<file path="src/rtl/axi2mem_drain_pkg.sv">
// Shared types for the AXI-to-memory drain controller.
// Holds the drain FSM state encoding used by the top level.
package axi2mem_drain_pkg;

    typedef enum logic [1:0] {
        RUN      = 2'd0,
        DRAIN    = 2'd1,
        QUIESCED = 2'd2
    } drain_state_e;

endpackage

</file>
<file path="src/rtl/axi2mem_outstanding_cnt.sv">
// Saturating outstanding-transaction counter for one AXI channel pair.
// Reports single-cycle pulses when a decrement hits zero or an increment hits full scale.
module axi2mem_outstanding_cnt #(
    parameter int CNT_WIDTH = 4
) (
    input  logic                 clk_i,
    input  logic                 rst_ni,
    input  logic                 inc_i,
    input  logic                 dec_i,
    output logic [CNT_WIDTH-1:0] cnt_o,
    output logic                 underflow_o,
    output logic                 overflow_o
);

    logic [CNT_WIDTH-1:0] cnt_d, cnt_q;

    // Simultaneous inc and dec cancel, so only the one-sided cases move the count.
    always_comb begin
        cnt_d       = cnt_q;
        underflow_o = 1'b0;
        overflow_o  = 1'b0;
        if (inc_i && !dec_i) begin
            if (cnt_q == {CNT_WIDTH{1'b1}}) begin
                overflow_o = 1'b1;
            end else begin
                cnt_d = cnt_q + 1'b1;
            end
        end else if (dec_i && !inc_i) begin
            if (cnt_q == '0) begin
                underflow_o = 1'b1;
            end else begin
                cnt_d = cnt_q - 1'b1;
            end
        end
    end

    always_ff @(posedge clk_i or negedge rst_ni) begin
        if (!rst_ni) begin
            cnt_q <= '0;
        end else begin
            cnt_q <= cnt_d;
        end
    end

    assign cnt_o = cnt_q;

endmodule

</file>
<file path="src/rtl/axi2mem_drain_ctrl.sv">
// Outstanding-transaction throttle and drain/quiesce sequencer for an AXI-to-memory bridge.
// Every output is taken from flops so the bridge sees no combinational input-to-output path.
module axi2mem_drain_ctrl
    import axi2mem_drain_pkg::*;
#(
    parameter int CNT_WIDTH       = 4,
    parameter int MAX_OUTSTANDING = 8,
    parameter int DRAIN_TIMEOUT   = 256
) (
    input  logic                 clk_i,
    input  logic                 rst_ni,
    input  logic                 aw_sync_i,
    input  logic                 b_sync_i,
    input  logic                 ar_sync_i,
    input  logic                 r_sync_i,
    input  logic                 drain_req_i,
    input  logic                 err_clr_i,
    output logic                 aw_allow_o,
    output logic                 ar_allow_o,
    output logic                 drain_ack_o,
    output logic                 busy_o,
    output logic [CNT_WIDTH-1:0] aw_cnt_o,
    output logic [CNT_WIDTH-1:0] ar_cnt_o,
    output logic                 underflow_o,
    output logic                 overrun_o,
    output logic                 timeout_o
);

    localparam int TMR_W = (DRAIN_TIMEOUT > 1) ? $clog2(DRAIN_TIMEOUT + 1) : 1;
    localparam logic [TMR_W-1:0] TMR_MAX  = TMR_W'(DRAIN_TIMEOUT);
    localparam logic [TMR_W-1:0] TMR_LAST = TMR_W'(DRAIN_TIMEOUT - 1);
    localparam logic [CNT_WIDTH-1:0] CNT_LIMIT = CNT_WIDTH'(MAX_OUTSTANDING);

    drain_state_e     state_d, state_q;
    logic [TMR_W-1:0] tmr_d, tmr_q;
    logic             underflow_d, underflow_q;
    logic             overrun_d, overrun_q;
    logic             timeout_d, timeout_q;

    logic [CNT_WIDTH-1:0] aw_cnt, ar_cnt;
    logic                 aw_underflow, aw_overflow;
    logic                 ar_underflow, ar_overflow;
    logic                 aw_allow, ar_allow;
    logic                 timeout_evt;

    axi2mem_outstanding_cnt #(
        .CNT_WIDTH (CNT_WIDTH)
    ) u_aw_cnt (
        .clk_i       (clk_i),
        .rst_ni      (rst_ni),
        .inc_i       (aw_sync_i),
        .dec_i       (b_sync_i),
        .cnt_o       (aw_cnt),
        .underflow_o (aw_underflow),
        .overflow_o  (aw_overflow)
    );

    axi2mem_outstanding_cnt #(
        .CNT_WIDTH (CNT_WIDTH)
    ) u_ar_cnt (
        .clk_i       (clk_i),
        .rst_ni      (rst_ni),
        .inc_i       (ar_sync_i),
        .dec_i       (r_sync_i),
        .cnt_o       (ar_cnt),
        .underflow_o (ar_underflow),
        .overflow_o  (ar_overflow)
    );

    // Allows come from registered state and counts only, so a B at the limit cannot reopen AW this cycle.
    assign aw_allow = (state_q == RUN) && (aw_cnt < CNT_LIMIT);
    assign ar_allow = (state_q == RUN) && (ar_cnt < CNT_LIMIT);

    always_comb begin
        state_d = state_q;
        tmr_d   = '0;
        unique case (state_q)
            RUN: begin
                if (drain_req_i) begin
                    state_d = DRAIN;
                end
            end
            DRAIN: begin
                tmr_d = (tmr_q == TMR_MAX) ? tmr_q : tmr_q + 1'b1;
                if (!drain_req_i) begin
                    state_d = RUN;
                end else if (aw_cnt == '0 && ar_cnt == '0) begin
                    state_d = QUIESCED;
                end
            end
            QUIESCED: begin
                if (!drain_req_i) begin
                    state_d = RUN;
                end
            end
            default: begin
                state_d = RUN;
            end
        endcase
    end

    // The timer holds the number of completed DRAIN cycles; this flags the cycle that completes the budget.
    assign timeout_evt = (DRAIN_TIMEOUT != 0) && (state_q == DRAIN) && (tmr_q >= TMR_LAST);

    always_comb begin
        underflow_d = aw_underflow || ar_underflow || (underflow_q && !err_clr_i);
        overrun_d   = aw_overflow || ar_overflow
                      || (aw_sync_i && !aw_allow) || (ar_sync_i && !ar_allow)
                      || (overrun_q && !err_clr_i);
        timeout_d   = timeout_evt || (timeout_q && !err_clr_i);
    end

    always_ff @(posedge clk_i or negedge rst_ni) begin
        if (!rst_ni) begin
            state_q     <= RUN;
            tmr_q       <= '0;
            underflow_q <= 1'b0;
            overrun_q   <= 1'b0;
            timeout_q   <= 1'b0;
        end else begin
            state_q     <= state_d;
            tmr_q       <= tmr_d;
            underflow_q <= underflow_d;
            overrun_q   <= overrun_d;
            timeout_q   <= timeout_d;
        end
    end

    assign aw_allow_o  = aw_allow;
    assign ar_allow_o  = ar_allow;
    assign drain_ack_o = (state_q == QUIESCED);
    assign busy_o      = (aw_cnt != '0) || (ar_cnt != '0);
    assign aw_cnt_o    = aw_cnt;
    assign ar_cnt_o    = ar_cnt;
    assign underflow_o = underflow_q;
    assign overrun_o   = overrun_q;
    assign timeout_o   = timeout_q;

endmodule

</file>
<file path="config.mk">
export PLATFORM = sky130hd
export DESIGN_NAME = axi2mem_drain_ctrl
export DESIGN_NICKNAME = d
export VERILOG_FILES = /design/src/rtl/axi2mem_drain_pkg.sv /design/src/rtl/axi2mem_outstanding_cnt.sv /design/src/rtl/axi2mem_drain_ctrl.sv
export SDC_FILE = /design/constraint.sdc
export NUM_CORES = 1
export LEC_CHECK = 0
export CORE_UTILIZATION = 55
export CTS_CLUSTER_DIAMETER = 100
export DETAILED_ROUTE_END_ITERATION = 8
export PLACE_DENSITY_LB_ADDON = 0.15
export RECOVER_POWER = 25
export SLEW_MARGIN = 20
export SYNTH_ARGS = -nofsm -noshare
export SYNTH_HDL_FRONTEND = slang
export SYNTH_SLANG_ARGS = --single-unit
</file>
<file path="constraint.sdc">
create_clock -name clk_i -period 5 [get_ports clk_i]
set_input_delay 0.75 -clock clk_i [delete_from_list [all_inputs] [get_ports clk_i]]
set_output_delay 0.75 -clock clk_i [all_outputs]
set_load 0.005 [all_outputs]
</file>
==> reports/results.txt, run 1 <==
outcome = finished clean
Slew Viols, Final = 0
final global-route overflow total = 0
H-Tree Depth = 1
setup bufs post-CTS = 0
# setup viols final = 0
max_slew headroom = 33.3%
clk root buf = clkbuf_4
CP arrival = 2.11 ns
1st-iter DRT viols = 11
routed vias/inst = 5.69
period utilization = 57.2%
cell area power density = 437 nW/um^2
CP max FO = 6
DRT Wirelength = 2470 um
clock buffer count from CTS = 3
Hold Slack = 0.532 ns
Remaining DRCs = 0
clk_lat worst skew = 0.32 ns
initial antenna violation count = 0
f_max = 0.350 GHz
Cells after Synth = 113
Crit. End Element = primary output
top-area cell type share of the netlist area = 44.0%
IO buf count = 22
Final GP Congestion = 0.754
Rows = 16
# IOs = 23
worst hold path type = reg -> reg
reg2reg start = u_ar_cnt.cnt_o[0]
sequential area share after synthesis = 44.0%
Ys Warns = 0
nets@finish = 156
global-route wire length before repair = 4240 um
drt wl/cell = 15.0 um
max cap viols = 0
share of flip-flops with an asynchronous set or reset = 100%
fillcell total = 160
most frequent cell after synthesis = dfrtp_1
Peak VDD IR = 329 uV
actual slew at the worst max-slew pin = 0.997 ns
TritonCTS clock tree = done
Netlist cell types = 35
Seq cells post-synth = 22
Clk pin slew, worst setup/hold paths = 0.12 ns
largest net degree at the start of global routing = 23
synthesized net count = 130
RSZ-0062 raised after global routing = no
post-layout minimum cycle time = 2.86 ns
Syn Std Cell Area = 1250 um^2
Avg Cell Area, Syn = 11.1 um^2
Vias = 939
critical path type = reg -> out
number of global-route vias before repair = 984
Total GRT Usage = 22.7%
Leak = 0.677 nW
ANT cells = 0
synth top area cells = dfrtp_1 (44%), ha_1 (7.0%), xor2_1 (6.3%)
CP Data Required Time = 4.25 ns
Post-synth EDFFs = 0
top_reg_cell synth = dfrtp_1
TNS Setup = 0 ns
synth cell count leaders = dfrtp_1 (22), xor2_1 (9), nor2_1 (8)
die area = 2470 um^2
Post-CTS Resized = 0
half-perimeter wire length after placement = 1870 um
Area Overhead vs Synth = 22.6%
Post-CTS Hold Buffers = 0
share of layout cells above drive strength 1 = 10.9%
Hold Fails Final Rpt = 0
CP Launch Type = register
CP Launch Point = u_ar_cnt.cnt_o[0]
clock sinks = 22
dominant cell type by area after synthesis = dfrtp_1
maximum root-to-sink buffer count = 2
hold_sp = state_q[0]
die width = 49.7 um
core area = 2040 um^2
die height = 49.7 um
worst clock skew = 0.00940 ns
1st-pass router iterations = 4
Final ANT Viol Nets = 0
starting density of the core = 61.2%
state kept, by name (all words and copies together) (netlist names):
signal	count
u_aw_cnt.cnt_o	4
state_q	2
u_ar_cnt.cnt_o	4
timeout_o	1
overrun_o	1
underflow_o	1
tmr_q	9
critical path, stage by stage, from the launching register on:
cell             delay [ns]
dfrtp_1                0.47
or4_1                  0.64
nor2_1                 0.19
inv_1                  0.05
clkdlybuf4s50_1        0.44
per-stage QoR:
stage,instances,setup WS (ns),power [mW],utilization (%),area (um^2)
after floorplan,113,3.01,0.443,-,1250
after global placement,161,2.43,0.563,73.5,1500
after detailed placement,161,2.41,0.576,73.5,1500
after CTS,165,2.18,0.679,75.2,1540
after global routing,165,1.99,0.710,75.1,1530
final,165,2.14,0.670,75.1,1530
layer usage:
layer | wire, um | up-vias | track usage, % | share of wire, %
li1 | - | 452 | - | -
met3 | 74 | 5 | 3.09 | 3.0
met2 | 1250 | 18 | 41.7 | 51
met1 | 1110 | 464 | 27.1 | 45
met5 | 0 | - | 0 | 0
met4 | 31 | 0 | 7.14 | 1.3
cell usage in the layout (no fill, tap or decap), drive strengths merged:
cell type	n
ha	7
a21oi	6
nand3b	1
xor2	9
and3	1
nand4	1
nor3b	1
o21ai	1
mux2	4
xnor2	2
mux2i	3
dlygate4sd3	1
dfrtp	22
nor3	3
fa	2
a311oi	1
clkdlybuf4s50	21
nor2b	1
or4	2
a21o	2
nand2b	7
o22ai	1
nor4	1
a41o	2
nand2	7
o21a	1
nor2	8
or3	1
clkbuf	4
nand3	5
o221ai	2
and4	1
inv	7
area by class of cell:
cell class | instances | area, um^2 | area share [%]
well taps | 27 | 33.8 | 2.20
clock buffers | 4 | 36.3 | 2.37
flip-flops and latches | 22 | 551 | 35.9
multi-input cells | 83 | 666 | 43.4
repair buffers | 22 | 220 | 14.4
inverters | 7 | 26.3 | 1.71
worst paths after layout:
kind / to / slack (ns) / cells after the start
worst min register to register: state_q[0] / 0.53 / 1
worst min-delay path: state_q[0] / 0.53 / 1
worst max register to register: u_ar_cnt.cnt_o[2] / 3.27 / 4
max in group asynchronous: u_ar_cnt.cnt_o[2] / 3.43 / 1
min in group asynchronous: tmr_q[8] / 0.96 / 1
worst max-delay path: busy_o / 2.14 / 4
logic make-up after synthesis:
family	after synthesis	share of synthesized area (%)
AND/OR/NAND/NOR	40	19.4
flip-flops	22	44.0
AO/OA/AOI/OAI	16	9.01
XOR/XNOR	11	7.71
adder cells (fa/ha/maj)	9	10.2
buffers and inverters	8	2.40
multiplexers	7	7.21
power breakdown:
part	total (mW)	internal, mW	switching, mW
clock	0.101	0.0445	0.0562
sequential	0.285	0.220	0.0654
combinational	0.284	0.182	0.102
No activity file was read; power rests on OpenSTA's default activity.
==> run 2, diff against run 1 <==
--- a/config.mk
+++ b/config.mk
@@ -5,7 +5,7 @@
 export SDC_FILE = /design/constraint.sdc
 export NUM_CORES = 1
 export LEC_CHECK = 0
-export CORE_UTILIZATION = 55
+export CORE_UTILIZATION = 51
 export CTS_CLUSTER_DIAMETER = 100
 export DETAILED_ROUTE_END_ITERATION = 8
 export PLACE_DENSITY_LB_ADDON = 0.15
==> constraint.sdc (replaced) <==
create_clock -name clk_i -period 2.9 [get_ports clk_i]
set_input_delay 0.435 -clock clk_i [delete_from_list [all_inputs] [get_ports clk_i]]
set_output_delay 0.435 -clock clk_i [all_outputs]
set_load 0.005 [all_outputs]
==> reports/results.txt, run 2 (synthesis results as in run 1) <==
H-Tree Depth = 1
Total GRT Usage = 20.2%
worst-path cell chain = or4_4, nor2_1, inv_1, clkdlybuf4s50_1
area of the multi-input gates = 669 um^2
outcome = finished clean
f_max = 0.405 GHz
post-route design area = 1540 um^2
Clk pin slew, worst setup/hold paths = 0.12 ns
clk root buf = clkbuf_4
period utilization = 85.1%
slowest CP cell = or4_4
clk_lat worst skew = 0.30 ns
nets@finish = 157
post-layout total power = 1.15 mW
CP Data Required Time = 2.47 ns
Peak VDD IR = 477 uV
Vias = 920
maximum root-to-sink buffer count = 2
routed vias/inst = 5.51
worst path buffer plus inverter count = 2
Hold Fails Final Rpt = 0
# setup viols final = 0
setup bufs post-CTS = 0
TritonCTS clock tree = done
1st-iter DRT viols = 23
max cap viols = 0
RSZ-0062 raised after global routing = no
Rows = 17
commonest non-fill, non-tap cell in the layout = dfrtp_1
final global-route overflow total = 0
FF+latch area = 551 um^2
Place WS = 0.629 ns
half-perimeter wire length after placement = 1690 um
cell area power density = 749 nW/um^2
critical path type = reg -> out
final std cells w/o fill = 167
Remaining DRCs = 0
1st-pass router iterations = 4
die area = 2650 um^2
Critical Path Max Stage Delay = 0.60 ns
most frequent cells in the layout = dfrtp_1 (22), clkdlybuf4s50_1 (21), xor2_1 (9)
fillcell total = 195
worst clock skew = 0.00569 ns
Final GP Congestion = 0.815
actual slew at the worst max-slew pin = 1.17 ns
starting density of the core = 55.4%
share of layout cells above drive strength 1 = 11.5%
Crit. End Element = primary output
largest register by flop count = tmr_q
Worst R2R Setup Slack = 1.24 ns
drt wl/cell = 13.8 um
max FFs per register = 9
worst setup margin = 0.432 ns
largest net degree at the start of global routing = 23
CP arrival = 2.03 ns
initial antenna violation count = 0
DRT Wirelength = 2310 um
placed cell areas = 1510 um^2
core area = 2250 um^2
# IOs = 23
CP Launch Type = register
ANT cells = 0
CP top delay family = simple AND/OR/NAND/NOR gates
Slew Viols, Final = 0
Final ANT Viol Nets = 0
die width = 51.5 um
global-route wire length before repair = 4040 um
Hold Slack = 0.521 ns
post-layout minimum cycle time = 2.47 ns
Post-CTS Resized = 0
Leak = 0.680 nW
Post-Route Utilization = 68.4%
max_slew headroom = 22.1%
clock buffer count from CTS = 3
number of global-route vias before repair = 933
worst hold path type = reg -> reg
die height = 51.5 um
CP max FO = 6
Placed Cells = 163
Post-CTS Hold Buffers = 0
IO buf count = 22
Area Overhead vs Synth = 23.3%
clock sinks = 22
TNS Setup = 0 ns
-- run 2: final timing paths --
check,startpoint,endpoint,cells after the start
max in group asynchronous,rst_ni,tmr_q[7],2
max reg2reg,u_ar_cnt.cnt_o[0],u_ar_cnt.cnt_o[2],4
min,overrun_o,overrun_o,2
max,u_ar_cnt.cnt_o[0],busy_o,4
min in group asynchronous,rst_ni,tmr_q[3],2
min reg2reg,overrun_o,overrun_o,2
-- run 2: power breakdown --
group          leakage [nW]  switching [mW]  total, mW  internal (mW)
clock network        0.0210          0.0921      0.169         0.0766
logic                 0.378           0.172      0.488          0.316
registers             0.280           0.118      0.497          0.379
total                 0.680           0.382       1.15          0.772
-- run 2: routing by layer --
metal  share of wire (%)  routed length, um  track usage, %
met5                   0                  0               0
met4                0.61                 14            7.21
met3                 3.5                 80            2.92
met2                  49               1130            32.0
met1                  47               1090            28.1
-- run 2: final cells by class --
cell class                      count  area share, %
Multi-Input combinational cell     83           43.4
Sequential cell                    22           35.7
Timing Repair Buffer               23           14.5
Clock buffer                        4           2.35
Tap cell                           28           2.27
Inverter                            7           1.70
-- run 2: worst min-delay path, delay by kind of cell, from the launching register on --
kind               cells  cell delay, ns
DFF                    1            0.37
and+or+nand+nor        1            0.06
AOI/OAI and AO/OA      1            0.06
==> run 3, diff against run 2 <==
--- a/config.mk
+++ b/config.mk
@@ -5,7 +5,7 @@
 export SDC_FILE = /design/constraint.sdc
 export NUM_CORES = 1
 export LEC_CHECK = 0
-export CORE_UTILIZATION = 51
+export CORE_UTILIZATION = 40
 export CTS_CLUSTER_DIAMETER = 100
 export DETAILED_ROUTE_END_ITERATION = 8
 export PLACE_DENSITY_LB_ADDON = 0.15
==> reports/results.txt, run 3 (synthesis results as in run 1) <==
worst-path cell chain = or4_4, nor2_1, inv_1, clkdlybuf4s50_1
Critical Path Max Stage Delay = 0.60 ns
Post-CTS Resized = 0
largest register by flop count = tmr_q
Post-CTS Hold Buffers = 0
drt wl/cell = 13.4 um
starting density of the core = 43.8%
H-Tree Depth = 1
Hold Fails Final Rpt = 0
IO buf count = 22
critical path type = reg -> out
Vias = 895
TNS Setup = 0 ns
# IOs = 23
CP arrival = 2.05 ns
largest net degree at the start of global routing = 23
setup bufs post-CTS = 0
max_slew headroom = 21.1%
cell area power density = 780 nW/um^2
Slew Viols, Final = 0
die width = 57.9 um
clk root buf = clkbuf_4
worst clock skew = 0.00992 ns
CP Launch Point = u_ar_cnt.cnt_o[0]
CP max FO = 6
initial antenna violation count = 0
worst path buffer plus inverter count = 2
worst hold path type = reg -> reg
clock buffer count from CTS = 3
most frequent cells in the layout = dfrtp_1 (22), clkdlybuf4s50_1 (21), xor2_1 (9)
1st-pass router iterations = 6
FF+latch area = 551 um^2
reg2reg start = u_ar_cnt.cnt_o[0]
1st-iter DRT viols = 54
Crit. End Element = primary output
max FFs per register = 9
fillcell total = 257
hold_sp = overrun_o
f_max = 0.402 GHz
share of layout cells above drive strength 1 = 11.5%
Peak VDD IR = 534 uV
Remaining DRCs = 0
number of global-route vias before repair = 906
max cap viols = 0
slowest CP cell = or4_4
TritonCTS clock tree = done
CP Data Required Time = 2.47 ns
outcome = finished clean
post-layout minimum cycle time = 2.49 ns
Final ANT Viol Nets = 0
half-perimeter wire length after placement = 1710 um
Final GP Congestion = 0.745
clk_lat worst skew = 0.31 ns
DRT Wirelength = 2290 um
Clk pin slew, worst setup/hold paths = 0.13 ns
actual slew at the worst max-slew pin = 1.18 ns
Area Overhead vs Synth = 24.9%
die area = 3350 um^2
die height = 57.9 um
final global-route overflow total = 0
commonest non-fill, non-tap cell in the layout = dfrtp_1
Hold Slack = 0.521 ns
Leak = 0.687 nW
Total GRT Usage = 16.0%
ANT cells = 0
CP Launch Type = register
CP top delay family = simple AND/OR/NAND/NOR gates
RSZ-0062 raised after global routing = no
area of the multi-input gates = 669 um^2
period utilization = 85.7%
maximum root-to-sink buffer count = 2
core area = 2850 um^2
clock sinks = 22
nets@finish = 157
Rows = 19
routed vias/inst = 5.26
global-route wire length before repair = 4060 um
# setup viols final = 0
run 3: changes by cell type in the layout (fill, tap and decap cells not counted), sizes merged:
cell	change
bufinv	+1
clkbuf	-1
run 3: per-layer routing:
layer | track usage (%) | up-vias | wire, um
li1 | - | 445 | -
met1 | 21.5 | 425 | 1080
met2 | 25.5 | 23 | 1090
met3 | 4.69 | 2 | 95
met4 | 4.08 | 0 | 17
met5 | 0 | - | 0
run 3: final cells by class:
| type | count | area share [%] |
|---|---|---|
| Clock buffer | 3 | 1.44 |
| Clock inverter | 1 | 1.92 |
| Inverter | 7 | 1.68 |
| Multi-Input combinational cell | 83 | 42.9 |
| Sequential cell | 22 | 35.3 |
| Tap cell | 31 | 2.48 |
| Timing Repair Buffer | 23 | 14.3 |
run 3: through the flow:
stage	std cells	util [%]	area (um^2)	power, mW	worst slack, ns
final	170	54.7	1560	1.22	0.413
after global routing	170	54.7	1560	1.32	0.332
after floorplan	113	-	1250	0.763	1.23
after CTS	170	54.9	1570	1.23	0.397
after detailed placement	166	53.0	1510	0.990	0.627
after global placement	166	53.0	1510	0.979	0.642
run 3: worst paths after layout:
path	endpoint	slack, ns	cells past startpoint
worst max-delay path	busy_o	0.41	4
worst min-delay path	overrun_o	0.52	2
worst max register to register	u_ar_cnt.cnt_o[1]	1.22	4
worst min register to register	overrun_o	0.52	2
max in group asynchronous	state_q[1]	1.33	2
min in group asynchronous	tmr_q[8]	0.86	2
run 3: report_power, final:
| part | total [mW] | switching (mW) | internal (mW) |
|---|---|---|---|
| Combinational | 0.488 | 0.171 | 0.317 |
| Sequential | 0.493 | 0.114 | 0.379 |
| Clock | 0.237 | 0.0968 | 0.140 |
run 3: worst min-delay path, delay by kind of cell, from the launching register on:
family	cells	cell delay (ns)
AO/OA/AOI/OAI	1	0.06
AND/OR/NAND/NOR	1	0.06
flip-flops	1	0.36
